### src/rtl/instruction_fetch.sv
// Instruction fetch stage: PC register, IF/ID pipeline register and fetch FSM.
// Optional halt detection is compiled in when HALT_DETECT_EN is defined; without
// it the HALT state is absent, halt opcodes fetch as ordinary words, oHalted=0.
module instruction_fetch #(
    parameter logic [9:0]  RESET_PC    = 10'd0,
    parameter logic [15:0] NOP_WORD    = 16'h0000,
    parameter logic [5:0]  HALT_OPCODE = 6'b111111
) (
    input  logic        iClock,
    input  logic        iReset_n,
    input  logic        iStall,
    input  logic        iFlush,
    input  logic        iBranchTaken,
    input  logic [9:0]  iBranchTarget,
    output logic [9:0]  oInstrAddr,
    input  logic [15:0] iInstrData,
    output logic [15:0] oMemoryMicrocode,
    output logic [9:0]  oPC,
    output logic        oValid,
    output logic        oHalted
);

    localparam int unsigned AW  = 10;
    localparam int unsigned DW  = 16;
    localparam int unsigned OPW = 6;

    typedef enum logic [1:0] {
        S_RESET = 2'd0,
        S_FETCH = 2'd1
`ifdef HALT_DETECT_EN
        ,
        S_HALT  = 2'd2
`endif
    } state_t;

    state_t          state, state_n;
    logic [AW-1:0]   pc, pc_n;
    logic [DW-1:0]   ir, ir_n;
    logic [AW-1:0]   opc, opc_n;
    logic            valid, valid_n;
    logic            halted, halted_n;

`ifdef HALT_DETECT_EN
    logic            halt_word;
    assign halt_word = (iInstrData[DW-1:DW-OPW] == HALT_OPCODE);
`else
    logic            unused_halt;
    assign unused_halt = ^HALT_OPCODE;
`endif

    // ROM address is the live PC register
    assign oInstrAddr       = pc;
    assign oMemoryMicrocode = ir;
    assign oPC              = opc;
    assign oValid           = valid;
    assign oHalted          = halted;

    // State, PC and IF/ID registers with asynchronous reset
    always_ff @(posedge iClock or negedge iReset_n) begin
        if (!iReset_n) begin
            state  <= S_RESET;
            pc     <= RESET_PC;
            ir     <= NOP_WORD;
            opc    <= AW'(0);
            valid  <= 1'b0;
            halted <= 1'b0;
        end else begin
            state  <= state_n;
            pc     <= pc_n;
            ir     <= ir_n;
            opc    <= opc_n;
            valid  <= valid_n;
            halted <= halted_n;
        end
    end

    // Next state and next register values; priority branch > flush > stall > fetch
    always_comb begin
        state_n  = state;
        pc_n     = pc;
        ir_n     = ir;
        opc_n    = opc;
        valid_n  = valid;
        halted_n = 1'b0;

        case (state)
            S_RESET: begin
                pc_n    = RESET_PC;
                ir_n    = NOP_WORD;
                valid_n = 1'b0;
                state_n = S_FETCH;
            end
            S_FETCH: begin
                if (iBranchTaken) begin
                    pc_n    = iBranchTarget;
                    ir_n    = NOP_WORD;
                    valid_n = 1'b0;
                end else if (iFlush) begin
                    ir_n    = NOP_WORD;
                    valid_n = 1'b0;
                    if (!iStall) begin
                        pc_n = AW'(pc + AW'(1));
                    end
                end else if (!iStall) begin
                    ir_n    = iInstrData;
                    opc_n   = pc;
                    valid_n = 1'b1;
                    pc_n    = AW'(pc + AW'(1));
`ifdef HALT_DETECT_EN
                    // Halt word is latched normally but the PC stays on it
                    if (halt_word) begin
                        pc_n    = pc;
                        state_n = S_HALT;
                    end
`endif
                end
            end
`ifdef HALT_DETECT_EN
            S_HALT: begin
                ir_n    = NOP_WORD;
                valid_n = 1'b0;
                // A branch cancels a halt fetched on a wrong path
                if (iBranchTaken) begin
                    pc_n    = iBranchTarget;
                    state_n = S_FETCH;
                end
            end
`endif
            default: begin
                state_n = S_RESET;
            end
        endcase

`ifdef HALT_DETECT_EN
        halted_n = (state_n == S_HALT);
`endif
    end

endmodule

### config.mk
export PLATFORM = sky130hd
export DESIGN_NAME = instruction_fetch
export DESIGN_NICKNAME = d
export VERILOG_FILES = /design/src/rtl/instruction_fetch.sv
export SDC_FILE = /design/constraint.sdc
export NUM_CORES = 1
export LEC_CHECK = 0
export ABC_CLOCK_PERIOD_IN_PS = 1800
export BUFFER_PORTS_ARGS = -buffer_cell sky130_fd_sc_hd__buf_2
export CORE_MARGIN = 4
export CORE_UTILIZATION = 40
export DETAILED_ROUTE_END_ITERATION = 8
export PLACE_DENSITY = 0.72
export SETUP_SLACK_MARGIN = 0.3
export SYNTH_ARGS = -nofsm -noshare
export SYNTH_HDL_FRONTEND = slang
export SYNTH_SLANG_ARGS = --single-unit
### constraint.sdc
create_clock -name iClock -period 1.8 [get_ports iClock]
set_input_delay 0.09 -clock iClock [delete_from_list [all_inputs] [get_ports iClock]]
set_output_delay 0.09 -clock iClock [all_outputs]
set_load 0.01 [all_outputs]
==> impl_metrics.ini <==
[pwr]
power.switching_mw = 0.4860
leakagePower_nw = 1.160
switching_share_pct = 26.25
power_frac_comb_pct = 15.0
internal_power_mw = 1.365
power_mw = 1.851
pwr-share-seq_pct = 52.3
power.share.clock_pct = 32.7
irDropWorstVdd_mv = 0.4246
p_per_area_mw_per_mm2 = 857.7

[placement]
dp_hpwl_um = 2790
gp_congestion = 0.7401
placed_area_mm2 = 0.002038
io_buffers = 67

[sta]
whs_ns = 0.02198
finalSetupViolations = 0
setup_tns_ns = 0
fmax_mhz = 675.1
min_period_over_period_pct = 82.29
finalHoldViolCount = 0
slew_viol_final = 0
rsz0062_at_grt = yes
fin_crit_ns = 1.481
skew_ns = 0.006308

[clocking]
numClockSinks = 38
clk_latency_ns = 0.29
cts_tree = done
cts_made_buffers = 5
h-tree-depth = 2
post_cts_resized = 0
ctsLongestPathBuffers = 2
root_buffer = clkbuf_8
cts.clk_slew.worst_paths_ns = 0.08

[cells_and_area]
antenna_cells = 0
mostFrequentLayoutCells = buf_2 (67), dfrtp_1 (38), a22o_1 (16)
fill_cells = 362
area_growth_syn_to_layout_pct = 29.60
final_layout_size_suffix_gt1_share_pct = 47.06
multi_input_area_um2 = 640.6
final_design_area_no_fill_mm2 = 0.002158
nets = 235
final_common_cell = buf_2
seq_area_um2 = 950.9

[worst_setup_path]
cp_data_arrival_time_ns = 1.66
crit_required_ns = 1.98
crit_family = simple AND/OR/NAND/NOR gates
critPathCaptureType = register
critical_path.max_fanout = 12
crit_buf_inv = 0
r2r_setup_slack_ns = 0.32
crit_type = register to register
cp_slowest_stage_delay_ns = 0.43
slowest_stage = or3b_4
worstSetupStartpointType = register
path_cells = or3b_4 -> nor2_8 -> mux2_2

[synthesis]
synthFlopType = dfrtp_1
synth_edf_count = 0
syn_inst = 129
synth-seq-cells = 38
synth_top_area_share_pct = 57.10
synthTopCellsByArea = dfrtp_1 (57%), a22o_1 (8.4%), mux2_2 (4.1%)
yosys_warnings = 0
async_reset_ff_share_pct = 100.0
syn_area_mm2 = 0.001665
syn_avg_cell_area_um2 = 12.91
synth_seq_area_share_pct = 57.10
ys_types = 32
synth_area_leader_cell = dfrtp_1
synth_nets = 161

[routing]
vias = 1309
wl_um = 3860
drc = 0
drt_iter0_drc = 70
post_drt_wl_per_cell_um = 15.20
via_per_inst = 5.154
postRouteAntennaNets = 0
dr.pass1.iters = 4

[floorplan]
dieArea_mm2 = 0.005260
num_io_pins = 69
die_h_um = 72.53
row_count = 23
core_area_mm2 = 0.004000
start_util_pct = 41.63
chipWidth_um = 72.53

[grt]
grt_overflow = 0
grt_pass1_vias = 1344
grt_pass1_wl_um = 6506
antenna_found_initial = 0
grt_max_degree = 39
grt_usage_pct = 15.99

[outcome]
status = completed

[worst_hold_path]
hp-class = primary input to register

[job]
drv_cap = 0
final timing paths:
| path | startpoint | endpoint | cells past startpoint |
|---|---|---|---|
| min in group asynchronous | iReset_n | oMemoryMicrocode[11]$_DFFE_PN0P_ | 3 |
| setup / recovery | state[0]$_DFFE_PN0N_ | oPC[2]$_DFFE_PN0P_ | 3 |
| setup reg to reg | state[0]$_DFFE_PN0N_ | oPC[2]$_DFFE_PN0P_ | 3 |
| max in group asynchronous | iReset_n | oPC[6]$_DFFE_PN0P_ | 3 |
| hold reg to reg | oMemoryMicrocode[15]$_DFFE_PN0P_ | oMemoryMicrocode[15]$_DFFE_PN0P_ | 1 |
| hold / removal | iInstrData[12] | oMemoryMicrocode[12]$_DFFE_PN0P_ | 2 |
power by group through the flow:
stage / registers (mW) / logic, mW / clock network (mW)
3_5_place_dp: 0.984 / 0.281 / 0
2_1_floorplan: 1.00 / 0.115 / 0
3_3_place_gp: 0.984 / 0.275 / 0
4_1_cts: 0.969 / 0.284 / 0.629
6_report: 0.969 / 0.278 / 0.605
5_1_grt: 0.977 / 0.308 / 0.674
state kept, by name, indices dropped and copies added, names as in the netlist:
signal	count
oValid	1
state	1
oMemoryMicrocode	16
oInstrAddr	10
oPC	10
worst reg2reg max path, delay by kind of cell (launching register included):
family,cells,cell delay [ns]
DFF,1,0.35
and+or+nand+nor,2,0.65
muxes,1,0.36
cell type report:
cell class	instances	area share, %
Sequential cell	38	44.06
Multi-Input combinational cell	80	29.68
Clock buffer	6	3.826
Inverter	3	0.5217
Timing Repair Buffer	75	18.43
Tap cell	50	2.899
Clock inverter	2	0.5797
metal layers:
layer,vias to the layer above,share of wire (%),global-route usage [%]
li1,619,-,-
met1,639,43,21.03
met2,44,48,24.75
met3,7,6.7,5.679
met4,0,1.4,4.918
met5,-,0,0
cells by family after synthesis:
| family | synth area share, % |
|---|---|
| compound gates | 16.30 |
| xor+xnor | 2.104 |
| fa+ha+maj | 0.7512 |
| buf+inv | 4.433 |
| flops | 57.10 |
| mux | 8.264 |
| other cells | 0.4510 |
| simple gates | 10.59 |
per-stage QoR:
stage	util (%)	worst slack (ns)	std cells
6_report	53.96	0.3187	254
4_1_cts	53.77	0.2760	253
3_5_place_dp	50.95	0.2668	243
5_1_grt	53.96	0.2409	254
3_3_place_gp	50.95	0.2941	243
2_1_floorplan	-	0.3547	129
Yosys cell counts, types with 3 or more instances:
cell and number:
nand2_1 4, inv_1 3, nand3_1 3, mux2_4 4, buf_4 4, a31oi_1 5
mux2_2 6, a22o_1 16, xor2_1 3, o21ai_0 12, a21oi_1 3, or3_1 3
dfrtp_1 38
what timing repair did:
item | CTS | global route
buffers inserted | 1 | 1
setup endpoints to repair | 20 | 26
pin swaps | 1 | 1
hold buffers | 1 | 0
endpoints found under the hold margin | 38 | 0
(Power assumes the default switching activity.)
